$ cat config.mk
export PLATFORM = sky130hd
export DESIGN_NAME = countdown_ctrl_flat
export DESIGN_NICKNAME = d
export VERILOG_FILES = /design/src/rtl/countdown_ctrl_if.sv /design/src/rtl/countdown_ctrl.sv /design/src/flat_wrapper.sv
export SDC_FILE = /design/constraint.sdc
export NUM_CORES = 1
export LEC_CHECK = 0
export ABC_AREA = 1
export CAP_MARGIN = 10
export CORE_UTILIZATION = 56
export CTS_BUF_LIST = sky130_fd_sc_hd__clkbuf_8
export CTS_CLUSTER_DIAMETER = 60
export CTS_CLUSTER_SIZE = 14
export DETAILED_ROUTE_END_ITERATION = 12
export PLACE_DENSITY_LB_ADDON = 0.25
export SYNTH_ARGS = -nofsm -noshare
export SYNTH_HDL_FRONTEND = slang
export SYNTH_SLANG_ARGS = --single-unit
$ cat constraint.sdc
create_clock -name clk -period 2 [get_ports clk]
set_clock_uncertainty 0.05 [all_clocks]
set_input_delay 0.4 -clock clk [delete_from_list [all_inputs] [get_ports clk]]
set_output_delay 0.4 -clock clk [all_outputs]
set_load 0.02 [all_outputs]
$ cat src/rtl/countdown_ctrl_if.sv
// Control/status bundle between software-visible control bits and countdown_ctrl.
interface countdown_ctrl_if #(
   parameter int unsigned WIDTH = 4
);
   logic             start;
   logic [WIDTH-1:0] load_val;
   logic             pause;
   logic             abort;
   logic             auto_reload;
   logic [WIDTH-1:0] count;
   logic             busy;
   logic             done;

   // Software-side driver of the control bits
   modport master (
      output start, load_val, pause, abort, auto_reload,
      input  count, busy, done
   );

   // Controller side
   modport slave (
      input  start, load_val, pause, abort, auto_reload,
      output count, busy, done
   );
endinterface

$ cat src/rtl/countdown_ctrl.sv
// Sequencing controller for a down-counter: load, prescaled decrement,
// pause/resume, abort, one-cycle done pulse and optional auto-reload.
module countdown_ctrl #(
   parameter int unsigned WIDTH    = 4,
   parameter int unsigned PRESCALE = 1
) (
   input logic           clk,
   input logic           reset,
   countdown_ctrl_if.slave bus
);

   localparam int unsigned PW = (PRESCALE > 1) ? $clog2(PRESCALE) : 1;
   localparam logic [PW-1:0] TICK_MAX = PW'(PRESCALE - 1);

   typedef enum logic [1:0] {
      IDLE = 2'd0,
      RUN  = 2'd1,
      HOLD = 2'd2,
      DONE = 2'd3
   } state_t;

   state_t           state;
   logic [WIDTH-1:0] count_q;
   logic [WIDTH-1:0] reload_q;
   logic [PW-1:0]    presc;

   // Status flags decode the state register only, so inputs cannot glitch them
   assign bus.count = count_q;
   assign bus.busy  = (state == RUN) || (state == HOLD);
   assign bus.done  = (state == DONE);

   // State, count, reload value and prescaler update
   always_ff @(posedge clk or posedge reset) begin
      if (reset) begin
         state    <= IDLE;
         count_q  <= '0;
         reload_q <= '0;
         presc    <= '0;
      end else begin
         case (state)
            IDLE: begin
               if (bus.start) begin
                  count_q  <= bus.load_val;
                  reload_q <= bus.load_val;
                  presc    <= '0;
                  state    <= (bus.load_val != '0) ? RUN : DONE;
               end
            end
            RUN: begin
               if (bus.abort) begin
                  count_q <= '0;
                  presc   <= '0;
                  state   <= IDLE;
               end else if (bus.pause) begin
                  state <= HOLD;
               end else if (presc == TICK_MAX) begin
                  presc <= '0;
                  // Terminal step goes to DONE rather than wrapping below zero
                  if (count_q == WIDTH'(1)) begin
                     count_q <= '0;
                     state   <= DONE;
                  end else begin
                     count_q <= WIDTH'(count_q - WIDTH'(1));
                  end
               end else begin
                  presc <= PW'(presc + PW'(1));
               end
            end
            HOLD: begin
               if (bus.abort) begin
                  count_q <= '0;
                  presc   <= '0;
                  state   <= IDLE;
               end else if (!bus.pause) begin
                  state <= RUN;
               end
            end
            DONE: begin
               if (bus.auto_reload && (reload_q != '0)) begin
                  count_q <= reload_q;
                  presc   <= '0;
                  state   <= RUN;
               end else begin
                  state <= IDLE;
               end
            end
            default: state <= IDLE;
         endcase
      end
   end

endmodule
$ cat src/flat_wrapper.sv
// flat-port wrapper written by rule: the top's interface ports become plain ports
module countdown_ctrl_flat 
#(
   parameter int unsigned WIDTH    = 4,
   parameter int unsigned PRESCALE = 1
)
  (clk, reset, bus_start, bus_load_val, bus_pause, bus_abort, bus_auto_reload, bus_count, bus_busy, bus_done);
  countdown_ctrl_if #(.WIDTH(WIDTH)) bus_i ();
  input logic clk;
  input logic reset;
  input wire logic [$bits(bus_i.start)-1:0] bus_start;
  input wire logic [$bits(bus_i.load_val)-1:0] bus_load_val;
  input wire logic [$bits(bus_i.pause)-1:0] bus_pause;
  input wire logic [$bits(bus_i.abort)-1:0] bus_abort;
  input wire logic [$bits(bus_i.auto_reload)-1:0] bus_auto_reload;
  output wire logic [$bits(bus_i.count)-1:0] bus_count;
  output wire logic [$bits(bus_i.busy)-1:0] bus_busy;
  output wire logic [$bits(bus_i.done)-1:0] bus_done;
  assign bus_i.start = bus_start;
  assign bus_i.load_val = bus_load_val;
  assign bus_i.pause = bus_pause;
  assign bus_i.abort = bus_abort;
  assign bus_i.auto_reload = bus_auto_reload;
  assign bus_count = bus_i.count;
  assign bus_busy = bus_i.busy;
  assign bus_done = bus_i.done;
  countdown_ctrl #(.WIDTH(WIDTH), .PRESCALE(PRESCALE)) u_core (.clk(clk), .reset(reset), .bus(bus_i));
endmodule
; After elaboration in Yosys (flattened, before gate mapping)
; Index checks and enable logic that the tools add are counted.
[op_classes]
n_addsub = 2
n_eq_ne = 12
mux = 25
reduce_logical = 9
[ops]
columns = cell, count
row1 = 4-bit two-way mux, 7
row2 = 2-bit two-way mux, 8
row3 = 4-bit one-hot mux with 4 select lines, 1
row4 = 3-bit != test (second input constant), 3
row5 = 4-bit != test (second input constant), 2
row6 = 2-bit one-hot mux with 4 select lines, 1
row7 = 4-bit AND reduction, 2
row8 = 4-bit nonzero test, 2
row9 = 1-bit two-way mux, 7
row10 = 5-bit AND reduction, 1
row11 = 2-bit equality test (second input constant), 2
row12 = 4-bit by 1-bit equality test with 1-bit output (second input constant), 1
row13 = 2-bit != test (second input constant), 2
row14 = 1-bit one-hot mux with 4 select lines, 1
row15 = 4-bit by 1-bit subtractor with 4-bit output (second input constant), 1
row16 = 2-bit by 1-bit equality test with 1-bit output (second input constant), 1
row17 = 2-bit logical NOT, 1
row18 = 2-bit by 1-bit != test with 1-bit output (second input constant), 1
row19 = 2-bit AND reduction, 1
row20 = 1-bit adder (second input constant), 1
row21 = 1-bit logical AND, 1
row22 = 1-bit logical OR, 1
[word_totals]
reg_bits = 11
input_bits = 10
out_inout_bits = 6
word_cells = 52

; Longest topological paths before layout
; Gate-level depths: netlist of run 1.
[depth]
depth_word = 6
depth_mapped = 9

; Worst setup path after synthesis of run 1
; Ideal clock, no wire load.
[synth_path]
kind = reg-to-reg
from = register u_core.state[0]
to = register u_core.count_q[0] (netlist: u_core.bus.count[0])
setup_time_ns = 0.120
arrival_ns = 1.165
path_slack_ns = 0.666
path_stages_with_launch = 8
n_path_buf = 0
period_less_slack_ns = 1.334
path_cell_list = dfrtp_1 > ha_1 > nand2_1 > nand2_1 > o21ai_1 > o21ai_0 > nand2_1 > o21ai_2
[synth_via]
elab_chain_cells = 3
word_cells_on_any_way = 11
cone_classes = 8 x eq/ne / 1 x mux / 2 x reduce/logical
[synth_lines]
columns = element, line
row1 = start: declaration, countdown_ctrl.sv:22  ; state_t state;
row2 = start signal: assignment, countdown_ctrl.sv:46  ; state <= (bus.load_val != '0) ? RUN : DONE;
row3 = 2-bit equality test (*), -
row4 = named net bus_done, flat_wrapper.sv:18  ; output wire logic [$bits(bus_i.done)-1:0] bus_done;
row5 = 2-bit by 1-bit != test with 1-bit output (no line), -
row6 = 5-bit AND reduction (no line), -
row7 = end signal: assignment, countdown_ctrl.sv:43  ; count_q <= bus.load_val;
row8 = end signal: assignment, countdown_ctrl.sv:63  ; count_q <= WIDTH'(count_q - WIDTH'(1));
row9 = end signal: assignment, countdown_ctrl.sv:80  ; count_q <= reload_q;
row10 = end: declaration, countdown_ctrl.sv:23  ; logic [WIDTH-1:0] count_q;
; The timed path passes the listed nets; every way through them passes the cells marked *.
; A chain may end at the register's enable or synchronous reset.

; Worst setup path in the final report of run 1
[layout_path]
from = register u_core.state[1]
to = output bus_done
[layout_via]
elab_chain_cells = 1
[layout_lines]
columns = element, line
row1 = 2-bit equality test, countdown_ctrl.sv:30  ; assign bus.done = (state == DONE);
row2 = end: declaration, flat_wrapper.sv:18
; No other way between the ends.

==> summary.txt, run 1 <==
Critical path
  – Crit path launch type: flip-flop
  – CP cell instances: ha_1 > clkdlybuf4s50_1
  – CP bufs+invs: 1
  – Setup crit end kind: primary output
  – Critical path class: reg2out
  – Critical Path Max Stage Delay: 0.61 ns
  – Crit path DAT: between 1 and 1.5 ns
  – Worst path slowest cell: clkdlybuf4s50_1
  – Worst EP required: 1.55 ns
  – CP max FO: 4
  – Top delay family on crit path: buffers and inverters

Synth
  – Post-Syn Area per Cell: 7.15 sq um
  – Synth cell types: 18
  – Syn_nets: 127
  – Post-synthesis sequential area ratio: 0.318
  – Post-synthesis cell count: 110
  – Synth warn: 0
  – Top cell type's share of synthesized area: 0.318
  – Synth area leaders: dfrtp_1, nand2_1, ha_1
  – Cell Area, Synth: a little under 800 sq um
  – Dominant cell type by area after synthesis: dfrtp_1
  – #FFs+latches synth: 10

Min path
  – Hold crit path type: in2async

STA
  – Aggregate negative setup slack: 0 ns
  – Endpoints failing setup: 0
  – Slew margin rel.: 0.734
  – Post-route setup slack: 0.120 ns
  – Slew @ Worst Pin: 0.399 ns
  – Final Critical Period: 1.88 ns
  – Fmax: approximately 530 MHz
  – Max-slew violation count: 0
  – Hold WS: just under 0.4 ns
  – Fin crit share: 0.940
  – RSZ-0062 raised after global routing: no
  – Final Hold Viols: 0

Final layout
  – Area grow syn2layout: 29.3%
  – Layout cells sized above 1: 0.185
  – Most frequent cells in the layout: nand2_1, clkdlybuf4s50_1, inv_1
  – Commonest non-fill, non-tap cell in the layout: nand2_1
  – Final-stage net count: 148
  – N_diodes: 0

Clocking
  – TritonCTS clock tree: built
  – Cts hold-fix bufs: 0
  – Cts bufs inserted: 3
  – H-tree levels: 1
  – CTS clk-pin slew, worst paths: 0.05 ns
  – Skew-Pair Late Insertion Delay: 0.24 ns
  – CTS max path bufs: 2
  – Clock Sinks: 10
  – Root Driver: clkbuf_8

Detailed routing
  – DRC: 0
  – Wire per inst: 12.2 microns
  – Initial DRC Count: 26
  – DR vias/cell: approximately 5
  – Remaining antenna violation count: 0
  – Post-Route WL: about 1.8 mm
  – Drt first pass iters: 4
  – Vias: 730

Placement
  – Post-DP HPWL: 1.43 mm
  – PortBufs: 15
  – Worst slack, placed: 0.215 ns
  – Gpl congestion: 0.783

Die
  – Rows: 13
  – Initial Utilization: 0.605
  – Core Area: 1300 sq um
  – Die Area: 1560 sq um
  – I/O Pins: 16
  – Die height: about 40 microns
  – Die width: 39.5 microns

GRT
  – Initial antenna violation count: 0
  – Number of global-route vias before repair: 639
  – Largest net degree at the start of global routing: 11
  – Overflow after GRT: 0
  – First-pass GRT wire length: 2.60 mm
  – Total GRT Usage: 0.259

Power
  – Power per cell area: ~1600 nW/um^2
  – Max IR drop VDD: 1.01 mV
  – Leakage power: around 0.00054 uW

Job
  – Max-cap viol count: 0

Status
  – Status: finished, final reports clean
[power breakdown]
group          internal, uW  switching [uW]  leakage, uW  total, uW
clock                   173            82.0    0.0000288        255
combinational           397             584     0.000391        981
sequential              305            92.5     0.000124        397
total                   875             759     0.000544       1630
[routing by layer]
metal,routed length [microns],part of all wire,global-route usage
met3,69,0.039,0.0739
met4,0,0,0.0431
met1,797,0.45,0.300
met5,0,0,0
met2,904,0.51,0.471
[timing repair]
action,4_1_cts,5_1_grt
hold endpoints to repair,0,0
setup endpoints to repair,1,0
buffers inserted,0,0
gates resized for setup,1,0
[logic make-up after synthesis]
| family | count (synthesis) | share of synthesized area |
|---|---|---|
| flops | 10 | 0.318 |
| simple gates | 59 | 0.331 |
| fa+ha+maj | 7 | 0.111 |
| mux | 1 | 0.0143 |
| buf+inv | 19 | 0.0906 |
| compound gates | 14 | 0.135 |
[sequential cells by signal, summed over array words and instances (netlist names)]
| signal | flops |
|---|---|
| u_core.state | 2 |
| u_core.bus.count | 4 |
| u_core.reload_q | 4 |
[cells in the mapped netlist, drive strengths merged]
master	count
ha	7
o21bai	1
nand3	9
nor2	7
a21oi	3
nand2	42
dfrtp	10
nand4	1
mux2	1
o21ai	10
inv	19
[area by class of cell]
| class | instances | area, sq um |
|---|---|---|
| fillers | 95 | 284 |
| well taps | 15 | 18.8 |
| repair buffers | 16 | 156 |
| flip-flops and latches | 10 | 250 |
| multi-input cells | 81 | 465 |
| clock buffers | 4 | 55.1 |
| inverters | 19 | 71.3 |
[through the flow]
stage | std cells | util | instance area (sq um) | power [uW]
CTS | 145 | 0.782 | 1020 | 1640
global placement | 141 | 0.740 | 963 | 1340
detailed placement | 141 | 0.740 | 963 | 1390
global route | 145 | 0.782 | 1020 | 1770
finish | 145 | 0.782 | 1020 | 1630
floorplan | 110 | - | 787 | 1100
[final timing paths]
| check | end | from | slack (ns) | cells past startpoint |
|---|---|---|---|---|
| setup / recovery | bus_done | u_core.state[1]$_DFFE_PP0P_ | 0.12 | 2 |
| hold / removal | u_core.state[1]$_DFFE_PP0P_ | reset | 0.40 | 2 |
| setup reg to reg | u_core.state[0]$_DFFE_PP0P_ | u_core.state[1]$_DFFE_PP0P_ | 0.54 | 9 |
| hold reg to reg | u_core.bus.count[3]$_DFFE_PP0P_ | u_core.bus.count[3]$_DFFE_PP0P_ | 0.47 | 2 |
| max in group asynchronous | u_core.state[0]$_DFFE_PP0P_ | reset | 1.22 | 2 |
| min in group clk | u_core.bus.count[3]$_DFFE_PP0P_ | u_core.bus.count[3]$_DFFE_PP0P_ | 0.47 | 2 |
Note: power is estimated with default switching activity, not from simulation.
==> inputs of run 2 (changes only) <==
--- a/config.mk
+++ b/config.mk
@@ -7,7 +7,9 @@
 export LEC_CHECK = 0
 export ABC_AREA = 1
 export CAP_MARGIN = 10
-export CORE_UTILIZATION = 56
+export CELL_PAD_IN_SITES_DETAIL_PLACEMENT = 1
+export CELL_PAD_IN_SITES_GLOBAL_PLACEMENT = 1
+export CORE_UTILIZATION = 40
 export CTS_BUF_LIST = sky130_fd_sc_hd__clkbuf_8
 export CTS_CLUSTER_DIAMETER = 60
 export CTS_CLUSTER_SIZE = 14
==> summary.txt, run 2 (synthesized netlist as in run 1, its figures left out) <==
Die
  – I/O Pins: 16
  – Core Area: 1780 sq um
  – Die height: 46.4 microns
  – Die width: 46.4 microns
  – Rows: 15
  – Initial Utilization: 0.441
  – Die Area: 2150 sq um

Min path
  – Hold crit path type: in2async

Placement
  – Placed Cells: 151
  – PortBufs: 15
  – Post-DP HPWL: 1.72 mm
  – Worst slack, placed: 0.173 ns
  – Gpl congestion: 0.757

GRT
  – Total GRT Usage: 0.232
  – Largest net degree at the start of global routing: 11
  – Number of global-route vias before repair: 803
  – First-pass GRT wire length: 3.46 mm
  – Overflow after GRT: 0
  – Initial antenna violation count: 0

STA
  – Final Critical Period: ~1.9 ns
  – Post-route setup slack: 0.0601 ns
  – Max-slew violation count: 0
  – Final Hold Viols: 0
  – Fin crit share: 0.970
  – Aggregate negative setup slack: 0 ns
  – Slew @ Worst Pin: 0.417 ns
  – Endpoints failing setup: 0
  – Fmax: about 520 MHz
  – RSZ-0062 raised after global routing: no
  – Slew margin rel.: 0.721

Final layout
  – Most frequent cells in the layout: nand2_1, clkdlybuf4s50_1, inv_1
  – Layout cells sized above 1: 0.178
  – N_diodes: 0
  – Commonest non-fill, non-tap cell in the layout: nand2_1
  – Final-stage net count: 148
  – Area grow syn2layout: 29.1%
  – Final non-filler cell total: ~150
  – FILL cells: 242

Critical path
  – Crit path launch type: flip-flop
  – R2r endpoint: u_core.state[0]$_DFFE_PP0P_
  – CP max FO: 4
  – CP cell instances: ha_1 > clkdlybuf4s50_1
  – Setup crit end kind: primary output
  – Reg2Reg Launch Point: u_core.state[1]$_DFFE_PP0P_
  – Crit path DAT: 1.49 ns
  – Critical path class: reg2out
  – Worst EP required: 1.55 ns
  – Worst path slowest cell: clkdlybuf4s50_1
  – Flop-to-flop setup slack: 0.49 ns
  – Reg2Reg Depth: 9
  – Critical Path Max Stage Delay: 0.61 ns

Detailed routing
  – Drt first pass iters: 2
  – Remaining antenna violation count: 0
  – Post-Route WL: between 2 and 2.5 mm
  – Wire per inst: approximately 13 microns
  – DR vias/cell: 4.90
  – Initial DRC Count: 11
  – DRC: 0
  – Vias: 754

Clocking
  – Cts bufs inserted: 3
  – Clock Sinks: 10
  – H-tree levels: 1
  – Root Driver: clkbuf_8
  – CTS max path bufs: 2
  – Cts repair resizes: 1
  – CTS clk-pin slew, worst paths: 0.05 ns
  – Post-CTS setup buffers: 0
  – Cts hold-fix bufs: 0
  – Skew-Pair Late Insertion Delay: 0.24 ns
  – TritonCTS clock tree: built

Power
  – Leakage power: about 0.00054 uW
  – Power per cell area: 1600 nW/um^2
  – Max IR drop VDD: 0.734 mV

Status
  – Status: finished, final reports clean

Job
  – Max-cap viol count: 0
run 2: cell types whose count changed in the layout (fill, tap and decap cells not counted):
cell and delta:
clkbuf_8 -1
run 2: worst max path at each step:
stage / startpoint / endpoint / slack, ns / cells past startpoint
3_3_place_gp: u_core.state[0]$_DFFE_PP0P_ / bus_busy / 0.24 / 3
5_1_grt: u_core.state[0]$_DFFE_PP0P_ / bus_done / 0.03 / 2
4_1_cts: u_core.state[0]$_DFFE_PP0P_ / bus_done / 0.06 / 2
3_5_place_dp: u_core.state[0]$_DFFE_PP0P_ / bus_busy / 0.17 / 3
2_1_floorplan: u_core.state[0]$_DFFE_PP0P_ / u_core.bus.count[0]$_DFFE_PP0P_ / 0.67 / 7
6_report: u_core.state[0]$_DFFE_PP0P_ / bus_done / 0.06 / 2
run 2: per-layer routing:
metal / up-vias / GRT usage / routed length (microns)
met3: 4 / 0.0431 / 58
li1: 383 / - / -
met4: 0 / 0.0765 / 40
met5: - / 0 / 0
met1: 351 / 0.277 / 852
met2: 16 / 0.411 / 1090
run 2: power by group:
part	switching (uW)	internal, uW
Sequential	96.6	305
Clock	82.8	132
Combinational	614	400
run 2: cell type report:
class                   count  area, sq um  area share
multi-input cells          81          465       0.458
flip-flops and latches     10          250       0.246
repair buffers             16          156       0.154
inverters                  19         71.3      0.0702
clock buffers               3         41.3      0.0406
well taps                  25         31.3      0.0308
run 2: worst max-delay path: cells and delay by family, from the launching register on:
| kind | cells | cell delay (ns) |
|---|---|---|
| buf+inv | 1 | 0.61 |
| fa+ha+maj | 1 | 0.22 |
| flops | 1 | 0.41 |
run 2: per-stage QoR:
| stage | utilization | hold slack, ns | instance area, sq um | power [uW] |
|---|---|---|---|---|
| 6_report | 0.570 | 0.400 | 1020 | 1630 |
| 5_1_grt | 0.570 | 0.466 | 1020 | 1790 |
| 4_1_cts | 0.570 | 0.419 | 1020 | 1640 |
| 3_5_place_dp | 0.547 | 0.466 | 976 | 1430 |
| 3_3_place_gp | 0.547 | 0.447 | 976 | 1360 |
| 2_1_floorplan | - | 0.190 | 787 | 1100 |
==> inputs of run 3 (changes only) <==
--- a/config.mk
+++ b/config.mk
@@ -15,6 +15,7 @@
 export CTS_CLUSTER_SIZE = 14
 export DETAILED_ROUTE_END_ITERATION = 12
 export PLACE_DENSITY_LB_ADDON = 0.25
+export SKIP_CTS_REPAIR_TIMING = 1
 export SYNTH_ARGS = -nofsm -noshare
 export SYNTH_HDL_FRONTEND = slang
 export SYNTH_SLANG_ARGS = --single-unit
==> summary.txt, run 3 (synthesized netlist as in run 1, its figures left out) <==
Status
  – Status: finished, final reports clean

STA
  – RSZ-0062 raised after global routing: no
  – Fmax: 517 MHz
  – Aggregate negative setup slack: 0 ns
  – Fin crit share: 0.968
  – Final Hold Viols: 0
  – Slew margin rel.: 0.721
  – Post-route setup slack: 0.0649 ns
  – Slew @ Worst Pin: about 0.42 ns
  – Endpoints failing setup: 0
  – Final Critical Period: around 1.9 ns
  – Max-slew violation count: 0

Detailed routing
  – Initial DRC Count: 10
  – Wire per inst: 13.3 microns
  – DRC: 0
  – DR vias/cell: 4.89
  – Drt first pass iters: 2
  – Vias: 753
  – Post-Route WL: 2.05 mm
  – Remaining antenna violation count: 0

Critical path
  – Top delay family on crit path: buffers and inverters
  – Crit path launch type: flip-flop
  – Critical path class: reg2out
  – CP cell instances: ha_1 > clkdlybuf4s50_1
  – Setup crit end kind: primary output
  – Worst EP required: around 1.6 ns
  – CP max FO: 4
  – Critical Path Max Stage Delay: slightly above 0.6 ns
  – Worst path slowest cell: clkdlybuf4s50_1
  – CP bufs+invs: 1
  – Crit path DAT: about 1.5 ns

Power
  – Final total power: 1640 uW
  – Max IR drop VDD: 0.735 mV
  – Leakage power: 0.000545 uW
  – Power per cell area: around 1600 nW/um^2

Clocking
  – TritonCTS clock tree: built
  – Root Driver: clkbuf_8
  – Cts bufs inserted: 3
  – Skew-Pair Late Insertion Delay: 0.24 ns
  – Clock Sinks: 10
  – CTS max path bufs: 2
  – CTS clk-pin slew, worst paths: 0.05 ns
  – H-tree levels: 1

Die
  – Die width: 46.4 microns
  – Core Area: 1780 sq um
  – Initial Utilization: 0.441
  – Die height: 46.4 microns
  – I/O Pins: 16
  – Rows: 15
  – Die Area: 2150 sq um

GRT
  – First-pass GRT wire length: 3.46 mm
  – Largest net degree at the start of global routing: 11
  – Overflow after GRT: 0
  – Number of global-route vias before repair: 803
  – Initial antenna violation count: 0
  – Total GRT Usage: 0.232

Placement
  – Worst slack, placed: ~0.17 ns
  – Placed Cells: around 150
  – Post-DP HPWL: 1.72 mm
  – PortBufs: 15
  – Gpl congestion: around 0.76

Final layout
  – N_diodes: 0
  – FILL cells: 240
  – Register Area: 250 sq um
  – Multi-input logic area: 465 sq um
  – Final non-filler cell total: 154
  – Layout cells sized above 1: 0.178
  – Area grow syn2layout: 29.6%
  – Most frequent cells in the layout: nand2_1, clkdlybuf4s50_1, inv_1
  – Final-stage net count: 148
  – Commonest non-fill, non-tap cell in the layout: nand2_1

Job
  – Max-cap viol count: 0

Min path
  – Hold crit path type: in2async
==> run 3: final timing paths <==
path,from,endpoint,slack (ns),depth (start not counted)
max,u_core.state[0]$_DFFE_PP0P_,bus_done,0.06,2
min,reset,u_core.bus.count[3]$_DFFE_PP0P_,0.40,2
max reg2reg,u_core.state[1]$_DFFE_PP0P_,u_core.state[0]$_DFFE_PP0P_,0.49,9
min reg2reg,u_core.reload_q[0]$_DFFE_PP0P_,u_core.reload_q[0]$_DFFE_PP0P_,0.48,2
max in group asynchronous,reset,u_core.reload_q[0]$_DFFE_PP0P_,1.20,2
min in group clk,u_core.reload_q[0]$_DFFE_PP0P_,u_core.reload_q[0]$_DFFE_PP0P_,0.48,2
==> run 3: cell type report <==
| type | count | share of cell area |
|---|---|---|
| inverters | 19 | 0.0699 |
| repair buffers | 16 | 0.157 |
| well taps | 25 | 0.0307 |
| clock buffers | 3 | 0.0405 |
| flip-flops and latches | 10 | 0.245 |
| multi-input cells | 81 | 0.456 |
==> run 3: metal layers <==
metal | wire length, microns | GRT usage | up-vias
met5 | 0 | 0 | -
met2 | 1100 | 0.411 | 16
li1 | - | - | 383
met3 | 58 | 0.0431 | 4
met1 | 849 | 0.277 | 350
met4 | 40 | 0.0765 | 0
==> run 3: power breakdown <==
group	internal [uW]	switching (uW)	total, uW
combinational	409	615	1020
clock	132	82.8	215
sequential	305	96.1	401
==> run 3: per-stage QoR <==
stage	hold slack [ns]	instance area, sq um	utilization
4_1_cts	0.419	1020	0.571
3_3_place_gp	0.447	976	0.547
5_1_grt	0.466	1020	0.572
2_1_floorplan	0.190	787	-
6_report	0.400	1020	0.572
3_5_place_dp	0.466	976	0.547
